[src/rtl/bat_amateur_mem_arbiter.sv]
// rtl/bat_amateur_mem_arbiter.sv - two-master round-robin memory arbiter with fixed-latency memory port
// IDLE picks a winner, ISSUE strobes memory, WAIT counts read latency, DONE pulses ACK.
module bat_amateur_mem_arbiter #(
  parameter int ADDRESS_WIDTH = 16,
  parameter int DATA_WIDTH    = 16,
  parameter int MEM_LATENCY   = 2
) (
  input  logic                     CLK,
  input  logic                     RESET,
  input  logic                     HALT,
  input  logic                     M0_REQ,
  input  logic                     M0_WE,
  input  logic [ADDRESS_WIDTH-1:0] M0_ADDR,
  input  logic [DATA_WIDTH-1:0]    M0_WDATA,
  output logic                     M0_GNT,
  output logic                     M0_ACK,
  output logic [DATA_WIDTH-1:0]    M0_RDATA,
  input  logic                     M1_REQ,
  input  logic                     M1_WE,
  input  logic [ADDRESS_WIDTH-1:0] M1_ADDR,
  input  logic [DATA_WIDTH-1:0]    M1_WDATA,
  output logic                     M1_GNT,
  output logic                     M1_ACK,
  output logic [DATA_WIDTH-1:0]    M1_RDATA,
  output logic                     MEM_EN,
  output logic                     MEM_WE,
  output logic [ADDRESS_WIDTH-1:0] MEM_ADDR,
  output logic [DATA_WIDTH-1:0]    MEM_WDATA,
  input  logic [DATA_WIDTH-1:0]    MEM_RDATA,
  output logic                     BUS_IDLE
);

  typedef enum logic [1:0] {S_IDLE, S_ISSUE, S_WAIT, S_DONE} state_t;

  localparam logic [3:0] LAT_LOAD = 4'(MEM_LATENCY);

  state_t                   state_q, state_d;
  logic                     last_q, last_d;
  logic                     win_q, win_d;
  logic [3:0]               cnt_q, cnt_d;
  logic                     gnt0_q, gnt0_d, gnt1_q, gnt1_d;
  logic                     ack0_q, ack0_d, ack1_q, ack1_d;
  logic                     mem_en_q, mem_en_d, mem_we_q, mem_we_d;
  logic [ADDRESS_WIDTH-1:0] addr_q, addr_d;
  logic [DATA_WIDTH-1:0]    wdata_q, wdata_d;
  logic [DATA_WIDTH-1:0]    rdata0_q, rdata0_d, rdata1_q, rdata1_d;
  logic                     bus_idle_q, bus_idle_d;
  logic                     elig0, elig1, pick1;

  always_ff @(posedge CLK or negedge RESET) begin
    if (!RESET) begin
      state_q    <= S_IDLE;
      last_q     <= 1'b1;
      win_q      <= 1'b0;
      cnt_q      <= '0;
      gnt0_q     <= 1'b0;
      gnt1_q     <= 1'b0;
      ack0_q     <= 1'b0;
      ack1_q     <= 1'b0;
      mem_en_q   <= 1'b0;
      mem_we_q   <= 1'b0;
      addr_q     <= '0;
      wdata_q    <= '0;
      rdata0_q   <= '0;
      rdata1_q   <= '0;
      bus_idle_q <= 1'b1;
    end else begin
      state_q    <= state_d;
      last_q     <= last_d;
      win_q      <= win_d;
      cnt_q      <= cnt_d;
      gnt0_q     <= gnt0_d;
      gnt1_q     <= gnt1_d;
      ack0_q     <= ack0_d;
      ack1_q     <= ack1_d;
      mem_en_q   <= mem_en_d;
      mem_we_q   <= mem_we_d;
      addr_q     <= addr_d;
      wdata_q    <= wdata_d;
      rdata0_q   <= rdata0_d;
      rdata1_q   <= rdata1_d;
      bus_idle_q <= bus_idle_d;
    end
  end

  always_comb begin
    state_d  = state_q;
    last_d   = last_q;
    win_d    = win_q;
    cnt_d    = cnt_q;
    gnt0_d   = gnt0_q;
    gnt1_d   = gnt1_q;
    ack0_d   = 1'b0;
    ack1_d   = 1'b0;
    mem_en_d = 1'b0;
    mem_we_d = 1'b0;
    addr_d   = addr_q;
    wdata_d  = wdata_q;
    rdata0_d = rdata0_q;
    rdata1_d = rdata1_q;
    // HALT only masks M0 here, so a granted M0 access always runs to completion.
    elig0    = M0_REQ & ~HALT;
    elig1    = M1_REQ;
    pick1    = elig1 & ~(elig0 & last_q);

    case (state_q)
      S_IDLE: begin
        if (elig0 | elig1) begin
          win_d    = pick1;
          last_d   = pick1;
          gnt0_d   = ~pick1;
          gnt1_d   = pick1;
          mem_en_d = 1'b1;
          mem_we_d = pick1 ? M1_WE    : M0_WE;
          addr_d   = pick1 ? M1_ADDR  : M0_ADDR;
          wdata_d  = pick1 ? M1_WDATA : M0_WDATA;
          state_d  = S_ISSUE;
        end
      end
      S_ISSUE: begin
        // mem_we_q is still the winner's write flag during the strobe cycle.
        if (mem_we_q) begin
          ack0_d  = ~win_q;
          ack1_d  = win_q;
          state_d = S_DONE;
        end else begin
          cnt_d   = LAT_LOAD;
          state_d = S_WAIT;
        end
      end
      S_WAIT: begin
        cnt_d = cnt_q - 4'd1;
        if (cnt_q == 4'd1) begin
          if (win_q) rdata1_d = MEM_RDATA;
          else       rdata0_d = MEM_RDATA;
          ack0_d  = ~win_q;
          ack1_d  = win_q;
          state_d = S_DONE;
        end
      end
      S_DONE: begin
        gnt0_d  = 1'b0;
        gnt1_d  = 1'b0;
        state_d = S_IDLE;
      end
      default: state_d = S_IDLE;
    endcase

    bus_idle_d = (state_d == S_IDLE);
  end

  assign M0_GNT    = gnt0_q;
  assign M1_GNT    = gnt1_q;
  assign M0_ACK    = ack0_q;
  assign M1_ACK    = ack1_q;
  assign M0_RDATA  = rdata0_q;
  assign M1_RDATA  = rdata1_q;
  assign MEM_EN    = mem_en_q;
  assign MEM_WE    = mem_we_q;
  assign MEM_ADDR  = addr_q;
  assign MEM_WDATA = wdata_q;
  assign BUS_IDLE  = bus_idle_q;

endmodule

[config.mk]
export PLATFORM = sky130hd
export DESIGN_NAME = bat_amateur_mem_arbiter
export DESIGN_NICKNAME = d
export VERILOG_FILES = /design/src/rtl/bat_amateur_mem_arbiter.sv
export SDC_FILE = /design/constraint.sdc
export NUM_CORES = 1
export LEC_CHECK = 0
export BUFFER_PORTS_ARGS = -buffer_cell sky130_fd_sc_hd__buf_2
export CAP_MARGIN = 20
export CORE_UTILIZATION = 40
export DETAILED_ROUTE_END_ITERATION = 8
export PLACE_DENSITY = 0.7
export SETUP_SLACK_MARGIN = 0.15
export SLEW_MARGIN = 30
export SYNTH_ARGS = -nofsm -noshare
export SYNTH_HDL_FRONTEND = slang
export SYNTH_SLANG_ARGS = --single-unit
[constraint.sdc]
create_clock -name CLK -period 2.2 [get_ports CLK]
set_clock_uncertainty 0.1 [all_clocks]
set_input_delay 0.44 -clock CLK [delete_from_list [all_inputs] [get_ports CLK]]
set_output_delay 0.44 -clock CLK [all_outputs]
set_load 0.03 [all_outputs]
==> run metrics, run 1 <==
status=complete, no violations; vias in the first global route=2873; R2R Setup Slk=approximately 370 ps; cell taking the most area after synthesis=dfrtp_1; CTS Hold Bufs=1; Worst-path clk slew=80 ps; dpl hpwl=~6 mm; Cell Area, Placed=4340 um^2; synth unique cells=29; RSZ-0062 raised after global routing=false; gr usage total=0.191; Yosys reg bits=79; Max Cap Violations=0; largest fanout on the critical path=16; Die Y-Extent=94.9 um; layout filler cell count=roughly 760; drt wl/cell=13.9 um; # rows=33; post-synth top area share=0.559; Final period util=0.834; CTS tree=yes; largest net degree at the start of global routing=41; post-CTS setup buffers=0; Synth warnings=0; RePlAce Congestion=a little under 0.8; Post-synth EDFFs=0; Overflow after GRT=0; TritonCTS Buffers=9; post-synthesis sequential area ratio=0.574; post-layout min period=1830 ps; final wirelength=about 8.2 mm; clk buf depth=2; final setup vio count=0; P&R area growth vs syn=32.0%; Critical Path RT=between 2000 and 2500 ps; Initial Utilization=0.415; Max Freq=about 550 MHz; Leak=between 2 and 2.5 nW; layout cell share with drive strength beyond 1=0.463; htree depth=3; ys async rst share=1.00; RR Endpoint=M0_RDATA[0]$_DFFE_PN0P_; CP arrival=1960 ps; IO Port Bufs=157; R2R depth=5; Setup TNS Final=0 ps; Critical R2R Launch=state_q[0]$_DFF_PN0_; CP Launch Type=register; Setup CP Type=register to register; global-route wire length before repair=13.3 mm; Syn Nets=slightly above 400; Hold WC Path Type=input port to register; Synth Cell Area=3450 um^2; final setup margin=~370 ps; # IOs=around 160; P per Cell Area=around 1600 nW/um^2; Critical Path End=M0_RDATA[0]$_DFFE_PN0P_; DRT Pass-1 Iters=4; CP Launch Point=state_q[0]$_DFF_PN0_; die footprint=between 8000 and 9000 um^2; nature of the critical path endpoint=register; most common cell in the netlist=dfrtp_1; Final nets=570; DR iter-0 viols=between 90 and 100; # diodes=0; Root Buffer=clkbuf_8; fin. max-slew vios=0; average size of a mapped cell=10.8 um^2; maximum vdd drop=slightly below 0.8 mV; DIE WIDTH=94.9 um; cell count after synthesis=between 300 and 400; clock sinks=79; Post-synth top flop=dfrtp_1; dpl ws=about 350 ps; drt via density=4.94; Fin. Hold Viols=0; Post-CTS Resized=0; # DRC=0; fin area=4550 um^2; Antenna Violating Nets Remaining=0; vias=~2900; initial antenna violation count=0; Worst-Margin Slew=around 530 ps; Area contributors post-synth=dfrtp_1 (56%), a21oi_1 (10%), mux2_2 (7.2%); Clock Latency Late Sink=340 ps; Synth top cells by count=dfrtp_1 (77), a21oi_1 (71), nand2_1 (41); Max-slew headroom=0.644; core area=roughly 8300 um^2
## sequential cells by signal, summed over array words and instances (netlist names)
signal / cells
M0_RDATA: 16
M1_RDATA: 16
MEM_ADDR: 16
MEM_WDATA: 16
cnt_q: 4
state_q: 2
BUS_IDLE: 1
M0_ACK: 1
M0_GNT: 1
M1_ACK: 1
M1_GNT: 1
MEM_EN: 1
MEM_WE: 1
last_q: 1
win_q: 1
## cell families after synthesis
family / after synthesis / share of synthesized area
AND/OR/NAND/NOR: 88 / 0.107
AO/OA/AOI/OAI: 84 / 0.130
flip-flops: 79 / 0.574
multiplexers: 35 / 0.124
buffers and inverters: 26 / 0.0425
adder cells (fa/ha/maj): 6 / 0.0218
## layout by cell type (no fill, tap or decap), drive strengths merged, types with 2 or more instances in the layout
cell / n
dfstp: 2
nor2: 37
nand3b: 2
nand2: 42
o21ai: 6
mux2: 32
buf: 166
ha: 6
mux2i: 3
a21oi: 71
a31oi: 2
o221a: 2
dfrtp: 77
inv: 9
a22o: 2
and2: 2
clkinv: 2
nor2b: 2
clkbuf: 12
## metrics by stage
stage	util	hold WS, ps	total power, mW	cells
after detailed placement	0.523	356	6.26	570
after floorplan	-	44.4	5.13	318
after global placement	0.523	358	6.15	570
after CTS	0.548	201	7.33	587
final	0.548	219	7.24	587
after global routing	0.548	206	7.76	587
## worst max-delay path, stage by stage, from the launching register on
cell	delay (ps)
dfrtp_1	410
inv_1	90
ha_1	170
and4bb_4	270
and2_4	320
mux2_2	370
## metal layers
| layer | up-vias | share of wire | track usage |
|---|---|---|---|
| li1 | 1396 | - | - |
| met1 | 1358 | 0.43 | 0.241 |
| met2 | 137 | 0.48 | 0.320 |
| met3 | 7 | 0.078 | 0.0523 |
| met4 | 0 | 0.0083 | 0.0581 |
| met5 | - | 0 | 0 |
## final cells by class
type / instances / area [um^2] / area share
multi-input combinational: 213 / 1320 / 0.291
timing repair buffer: 167 / 891 / 0.196
sequential: 79 / 1980 / 0.435
clock buffer: 12 / 165 / 0.0363
tap: 105 / 131 / 0.0289
inverter: 7 / 26.3 / 0.00577
clock inverter: 4 / 35.0 / 0.00770
## power breakdown
| part | switching, mW | internal, mW | total [mW] |
|---|---|---|---|
| clock | 0.524 | 0.515 | 1.04 |
| sequential | 0.401 | 2.17 | 2.57 |
| combinational | 2.35 | 1.28 | 3.63 |
| total | 3.28 | 3.96 | 7.24 |
## worst min-delay path by stage
| stage | startpoint | to | slack (ps) | cells after the start |
|---|---|---|---|---|
| after floorplan | RESET | M0_ACK$_DFF_PN0_ | 40 | 0 |
| after global placement | RESET | M0_RDATA[12]$_DFFE_PN0P_ | 360 | 1 |
| after detailed placement | RESET | M0_RDATA[11]$_DFFE_PN0P_ | 360 | 1 |
| after CTS | M1_WE | MEM_WE$_DFF_PN0_ | 200 | 3 |
| after global routing | M0_ADDR[15] | MEM_ADDR[15]$_DFFE_PN0P_ | 210 | 3 |
| final | M0_ADDR[2] | MEM_ADDR[2]$_DFFE_PN0P_ | 220 | 3 |
No activity file was read; power rests on OpenSTA's default activity.
==> run 2, diff against run 1 <==
==> constraint.sdc (replaced) <==
create_clock -name CLK -period 1.7 [get_ports CLK]
set_clock_uncertainty 0.1 [all_clocks]
set_input_delay 0.34 -clock CLK [delete_from_list [all_inputs] [get_ports CLK]]
set_output_delay 0.34 -clock CLK [all_outputs]
set_load 0.03 [all_outputs]
==> run 2 against run 1 <==
Against the previous run:
- the flow now finishes with violations (setup timing)
- fmax rose by 5.9%
- clock-buffer cell count unchanged
- combinational power up 78%
- setup slack got worse by 400 ps
- final cell count rose by 6.1%
- global-route usage rose by 2.4 points
- non-clock buffer count grew 36
- cell area rose by 22%
- critical path type unchanged
- largest cell class unchanged
- highest routed layer unchanged
==> run metrics, run 2 (synthesis results as in run 1) <==
Max Cap Violations=0; vias=between 3000 and 4000; CTS tree=yes; Critical Path RT=around 1800 ps; initial antenna violation count=0; final wirelength=roughly 10 mm; maximum vdd drop=approximately 1.2 mV; # diodes=0; Worst-path clk slew=around 90 ps; met2 WL=~5.1 mm; most frequent cells in the layout=buf_2 (156), dfrtp_1 (77), a21oi_2 (41); Multi-input gate area=1800 um^2; Max Freq=slightly below 600 MHz; DIE WIDTH=94.9 um; vias in the first global route=around 3000; Clock Latency Late Sink=roughly 350 ps; gr usage total=0.215; Register Area=1980 um^2; largest fanout on the critical path=10; CP Launch Point=state_q[0]$_DFF_PN0_; Worst-Margin Slew=between 400 and 500 ps; CP arrival=~1900 ps; DRT Pass-1 Iters=4; hold path startpoint=M0_ADDR[11]; Max-slew headroom=0.713; TritonCTS Buffers=9; DR iter-0 viols=~110; post-layout min period=1730 ps; DR top layer=met4; Die Y-Extent=between 90 and 100 um; Critical R2R Launch=state_q[0]$_DFF_PN0_; P&R area growth vs syn=61.6%; fin area=around 5600 um^2; met1 WL=between 4 and 5 mm; nature of the critical path endpoint=register; Leak=roughly 2.7 nW; Overflow after GRT=0; most common cell after layout, fill and taps aside=buf_2; drt wl/cell=~16 um; status=complete, but fails checks; final setup vio count=11; P per Cell Area=between 2000 and 2500 nW/um^2; Antenna Violating Nets Remaining=0; clk buf depth=2; CP max-delay cell=dfrtp_1; drt via density=between 5 and 6; fin. max-slew vios=0; Hold WC Path Type=input port to register; Cell Area, Placed=roughly 4500 um^2; Bufs and invs on worst path=2; # DRC=0; Fin. Hold Viols=0; violated checks=setup timing; layout cell share with drive strength beyond 1=0.639; Critical Path Max Stage Delay=about 400 ps; Initial Utilization=0.415; global-route wire length before repair=~15 mm; # rows=33; largest net degree at the start of global routing=31; htree depth=3; cell family with most CP delay=simple AND/OR/NAND/NOR gates; final setup margin=-32.0 ps; crit-path cells=inv_2 > ha_4 > and4bb_4 > and2_4 > buf_12 > mux2_2; Final period util=1.02; # IOs=about 160; RePlAce Congestion=about 0.77; dpl hpwl=6.33 mm; RSZ-0062 raised after global routing=true; dpl ws=-76.8 ps; clock sinks=79; Setup CP Type=register to register; Design Power=between 10 and 15 mW; core area=8300 um^2; die footprint=9000 um^2; IO Port Bufs=around 160; CP Launch Type=register; Root Buffer=clkbuf_8; Final nets=between 600 and 700; WL met3=591 um; layout filler cell count=about 640
[run 2: changes by cell type in the layout (fill, tap and decap cells not counted), moves of 4 or more]
cell	before	now
a21oi_1	71	25
a21oi_2	0	41
mux2_2	22	2
mux2_4	10	30
buf_4	8	23
nor2_1	37	25
nor2_4	0	12
buf_12	2	9
buf_6	0	7
ha_1	6	0
a21oi_4	0	5
ha_4	0	5
inv_1	6	2
[run 2: worst paths after layout]
path	end	slack, ps	cells after the start
max	M0_RDATA[5]$_DFFE_PN0P_	-30	6
min in group asynchronous	MEM_EN$_DFF_PN0_	360	2
min	MEM_ADDR[11]$_DFFE_PN0P_	110	3
max in group asynchronous	last_q$_DFFE_PN1P_	540	3
min reg2reg	M0_RDATA[15]$_DFFE_PN0P_	410	1
max reg2reg	M0_RDATA[5]$_DFFE_PN0P_	-30	6
[run 2: area by class of cell]
cell class	count	share of cell area
clock buffers	12	0.0278
repair buffers	203	0.252
multi-input cells	213	0.323
clock inverters	4	0.0137
flip-flops and latches	79	0.355
inverters	7	0.00516
well taps	105	0.0236
[run 2: what timing repair did]
action                                 CTS  global route
gates cloned                             4             2
resized for setup                       81            55
setup endpoints to repair               66            73
endpoints found under the hold margin   26             0
pin swaps                               19             8
setup buffers                           11             5
hold buffers                             1             0
[run 2: per-stage QoR]
| stage | hold slack, ps | cells | utilization | TNS (ps) |
|---|---|---|---|---|
| finish | 108 | 623 | 0.672 | -103 |
| global route | 106 | 623 | 0.672 | -1510 |
| CTS | 96.1 | 616 | 0.632 | -16.0 |
| detailed placement | 207 | 584 | 0.542 | -1050 |
| global placement | 204 | 584 | 0.542 | -231 |
| floorplan | -55.6 | 318 | - | -3050 |
[run 2: worst register-to-register path, cell delays in order (launching register included)]
cell      delay [ps]
dfrtp_1          390
inv_2             90
ha_4             140
and4bb_4         240
and2_4           180
buf_12           150
mux2_2           340
[run 2: layer usage]
metal / up-vias / track usage
met5: - / 0
met2: 118 / 0.372
met1: 1552 / 0.262
li1: 1471 / -
met4: 0 / 0.0770
met3: 10 / 0.0483
[run 2: report_power, final]
group	switching (mW)	internal [mW]	total (mW)	leakage (nW)
logic	3.68	2.78	6.46	1.66
clock network	0.676	0.914	1.59	0.113
registers	0.617	2.81	3.43	0.933
==> run 3, diff against run 2 <==
--- a/config.mk
+++ b/config.mk
@@ -10,8 +10,8 @@
 export CORE_UTILIZATION = 40
 export DETAILED_ROUTE_END_ITERATION = 8
 export PLACE_DENSITY = 0.7
-export SETUP_SLACK_MARGIN = 0.15
 export SLEW_MARGIN = 30
 export SYNTH_ARGS = -nofsm -noshare
 export SYNTH_HDL_FRONTEND = slang
 export SYNTH_SLANG_ARGS = --single-unit
+export TNS_END_PERCENT = 5
==> run 3 against run 2 <==
Against the previous run:
- the flow still finishes with violations (setup timing)
- global-route usage shrank 2.0 points
- setup slack improved by 6.6 ps
- flip-flop and latch count unchanged
- sequential share of layout area up 5.7 points
- die area unchanged
- combinational power down 22%
- cell area is 14% lower
- final cell count is 3.5% lower
- highest routed layer unchanged
==> run metrics, run 3 (synthesis results as in run 1) <==
fin area=about 4800 um^2; die footprint=around 9000 um^2; dpl hpwl=about 5.9 mm; Worst-path clk slew=around 90 ps; Core Util, Final=0.578; Antenna Violating Nets Remaining=0; CTS tree=yes; R2R depth=6; final setup margin=-25.4 ps; Flop pwr share=0.345; Worst-Margin Slew=334 ps; post-layout min period=1730 ps; CP max-delay cell=dfrtp_1; Clock power frac=0.134; Initial Utilization=0.415; Critical Path Max Stage Delay=~400 ps; internal power=around 5.3 mW; clk buf depth=2; largest net degree at the start of global routing=43; violated checks=setup timing; Leak=about 2.4 nW; gr usage total=0.195; Max Cap Violations=0; # diodes=0; drt wl/cell=14.1 um; status=complete, but fails checks; # IOs=roughly 160; Final period util=1.01; Cell Area, Placed=about 4400 um^2; non-filler instance count after layout=~600; initial antenna violation count=0; CP arrival=approximately 1900 ps; placed insts=slightly below 600; maximum vdd drop=between 0.9 and 1 mV; core area=roughly 8300 um^2; crit-path cells=inv_2 > ha_4 > and4bb_4 > and2_4 > clkbuf_16 > mux2_4; Final nets=slightly below 600; nature of the critical path endpoint=register; DR iter-0 viols=82; htree depth=3; NetSw=4.37 mW; DIE WIDTH=approximately 95 um; largest fanout on the critical path=5; switching share of power=0.454; global-route wire length before repair=~13 mm; RSZ-0062 raised after global routing=true; P per Cell Area=roughly 2000 nW/um^2; CP Launch Point=state_q[0]$_DFF_PN0_; IO Port Bufs=about 160; CP Launch Type=register; Hold WC Path Type=input port to register; Max Freq=between 500 and 600 MHz; drt via density=~4.9; Clock Latency Late Sink=roughly 340 ps; R2R Setup Slk=-30 ps; layout cell share with drive strength beyond 1=0.484; fin. max-slew vios=0; Overflow after GRT=0; Design Power=9.63 mW; Max-slew headroom=0.775; RR Endpoint=M0_RDATA[12]$_DFFE_PN0P_; most frequent cells in the layout=buf_2 (156), dfrtp_1 (77), a21oi_1 (71); Root Buffer=clkbuf_8; Critical R2R Launch=state_q[0]$_DFF_PN0_; most common cell after layout, fill and taps aside=buf_2; vias in the first global route=approximately 2700; RePlAce Congestion=about 0.75; P&R area growth vs syn=39.2%; Combinational Power Share=0.520; Setup CP Type=register to register; DRT Pass-1 Iters=4; # rows=33; Fin. Hold Viols=0; Critical Path RT=roughly 1800 ps; vias=2933; Die Y-Extent=around 95 um; Critical Path End=M0_RDATA[12]$_DFFE_PN0P_; clock sinks=79; TritonCTS Buffers=9; final setup vio count=5; final wirelength=roughly 8.5 mm; # DRC=0
==> run 3: changes by cell type in the layout (fill, tap and decap cells not counted), moves of 4 or more <==
cell	change
a21oi_1	+46
a21oi_2	-41
a21oi_4	-5
buf_4	-9
buf_6	-6
ha_1	+5
ha_4	-4
mux2_2	+14
mux2_4	-14
nor2_1	+12
nor2_4	-12
==> run 3: stage by stage <==
step / hold slack [ps] / TNS (ps) / setup WS (ps)
after floorplan: -55.6 / -3050 / -183
after global routing: 106 / -962 / -80.6
after CTS: 103 / -16.8 / -6.87
after detailed placement: 171 / -1780 / -84.8
final: 118 / -73.3 / -25.4
after global placement: 169 / -194 / -33.3
==> run 3: area by class of cell <==
| cell class | count | area [um^2] |
|---|---|---|
| Clock inverter | 6 | 50.0 |
| Timing Repair Buffer | 181 | 1100 |
| Tap cell | 105 | 131 |
| Sequential cell | 79 | 1980 |
| Multi-Input combinational cell | 213 | 1370 |
| Clock buffer | 10 | 138 |
| Inverter | 7 | 31.3 |
| Fill cell | 725 | 3500 |
==> run 3: worst max-delay path, delay by kind of cell (launching register included) <==
kind,cells,cell delay [ps]
flops,1,400
mux,1,300
simple gates,2,440
buf+inv,2,240
fa+ha+maj,1,120
==> run 3: what timing repair did <==
item	in CTS	in global routing
pin swaps	1	2
resized for setup	8	11
endpoints found under the setup margin	66	47
endpoints found under the hold margin	20	0
setup buffers	3	0
hold buffers	1	0
gates cloned	1	1
==> run 3: per-layer routing <==
metal  share of wire  wire (um)  vias to the layer above  track usage
met5               0          0                        -            0
met4           0.021        174                        0       0.0833
met2            0.47       3960                      128        0.315
met1            0.43       3660                     1362        0.242
li1                -          -                     1430            -
met3           0.081        685                       13       0.0556
==> run 3: how the worst min path moves through the flow <==
stage | from | end | cells past startpoint
after CTS | M0_ADDR[8] | MEM_ADDR[8]$_DFFE_PN0P_ | 3
after floorplan | RESET | M0_ACK$_DFF_PN0_ | 0
after global placement | RESET | M0_ACK$_DFF_PN0_ | 1
after global routing | M0_ADDR[8] | MEM_ADDR[8]$_DFFE_PN0P_ | 3
after detailed placement | RESET | M0_ACK$_DFF_PN0_ | 1
final | M0_ADDR[7] | MEM_ADDR[7]$_DFFE_PN0P_ | 3
==> run 3: power groups by stage <==
stage	sequential [mW]	clock [mW]	combinational (mW)
floorplan	4.93	0	1.71
global placement	3.31	0	4.77
detailed placement	3.32	0	4.88
CTS	3.31	1.34	4.97
global route	3.44	1.43	5.43
finish	3.32	1.29	5.01
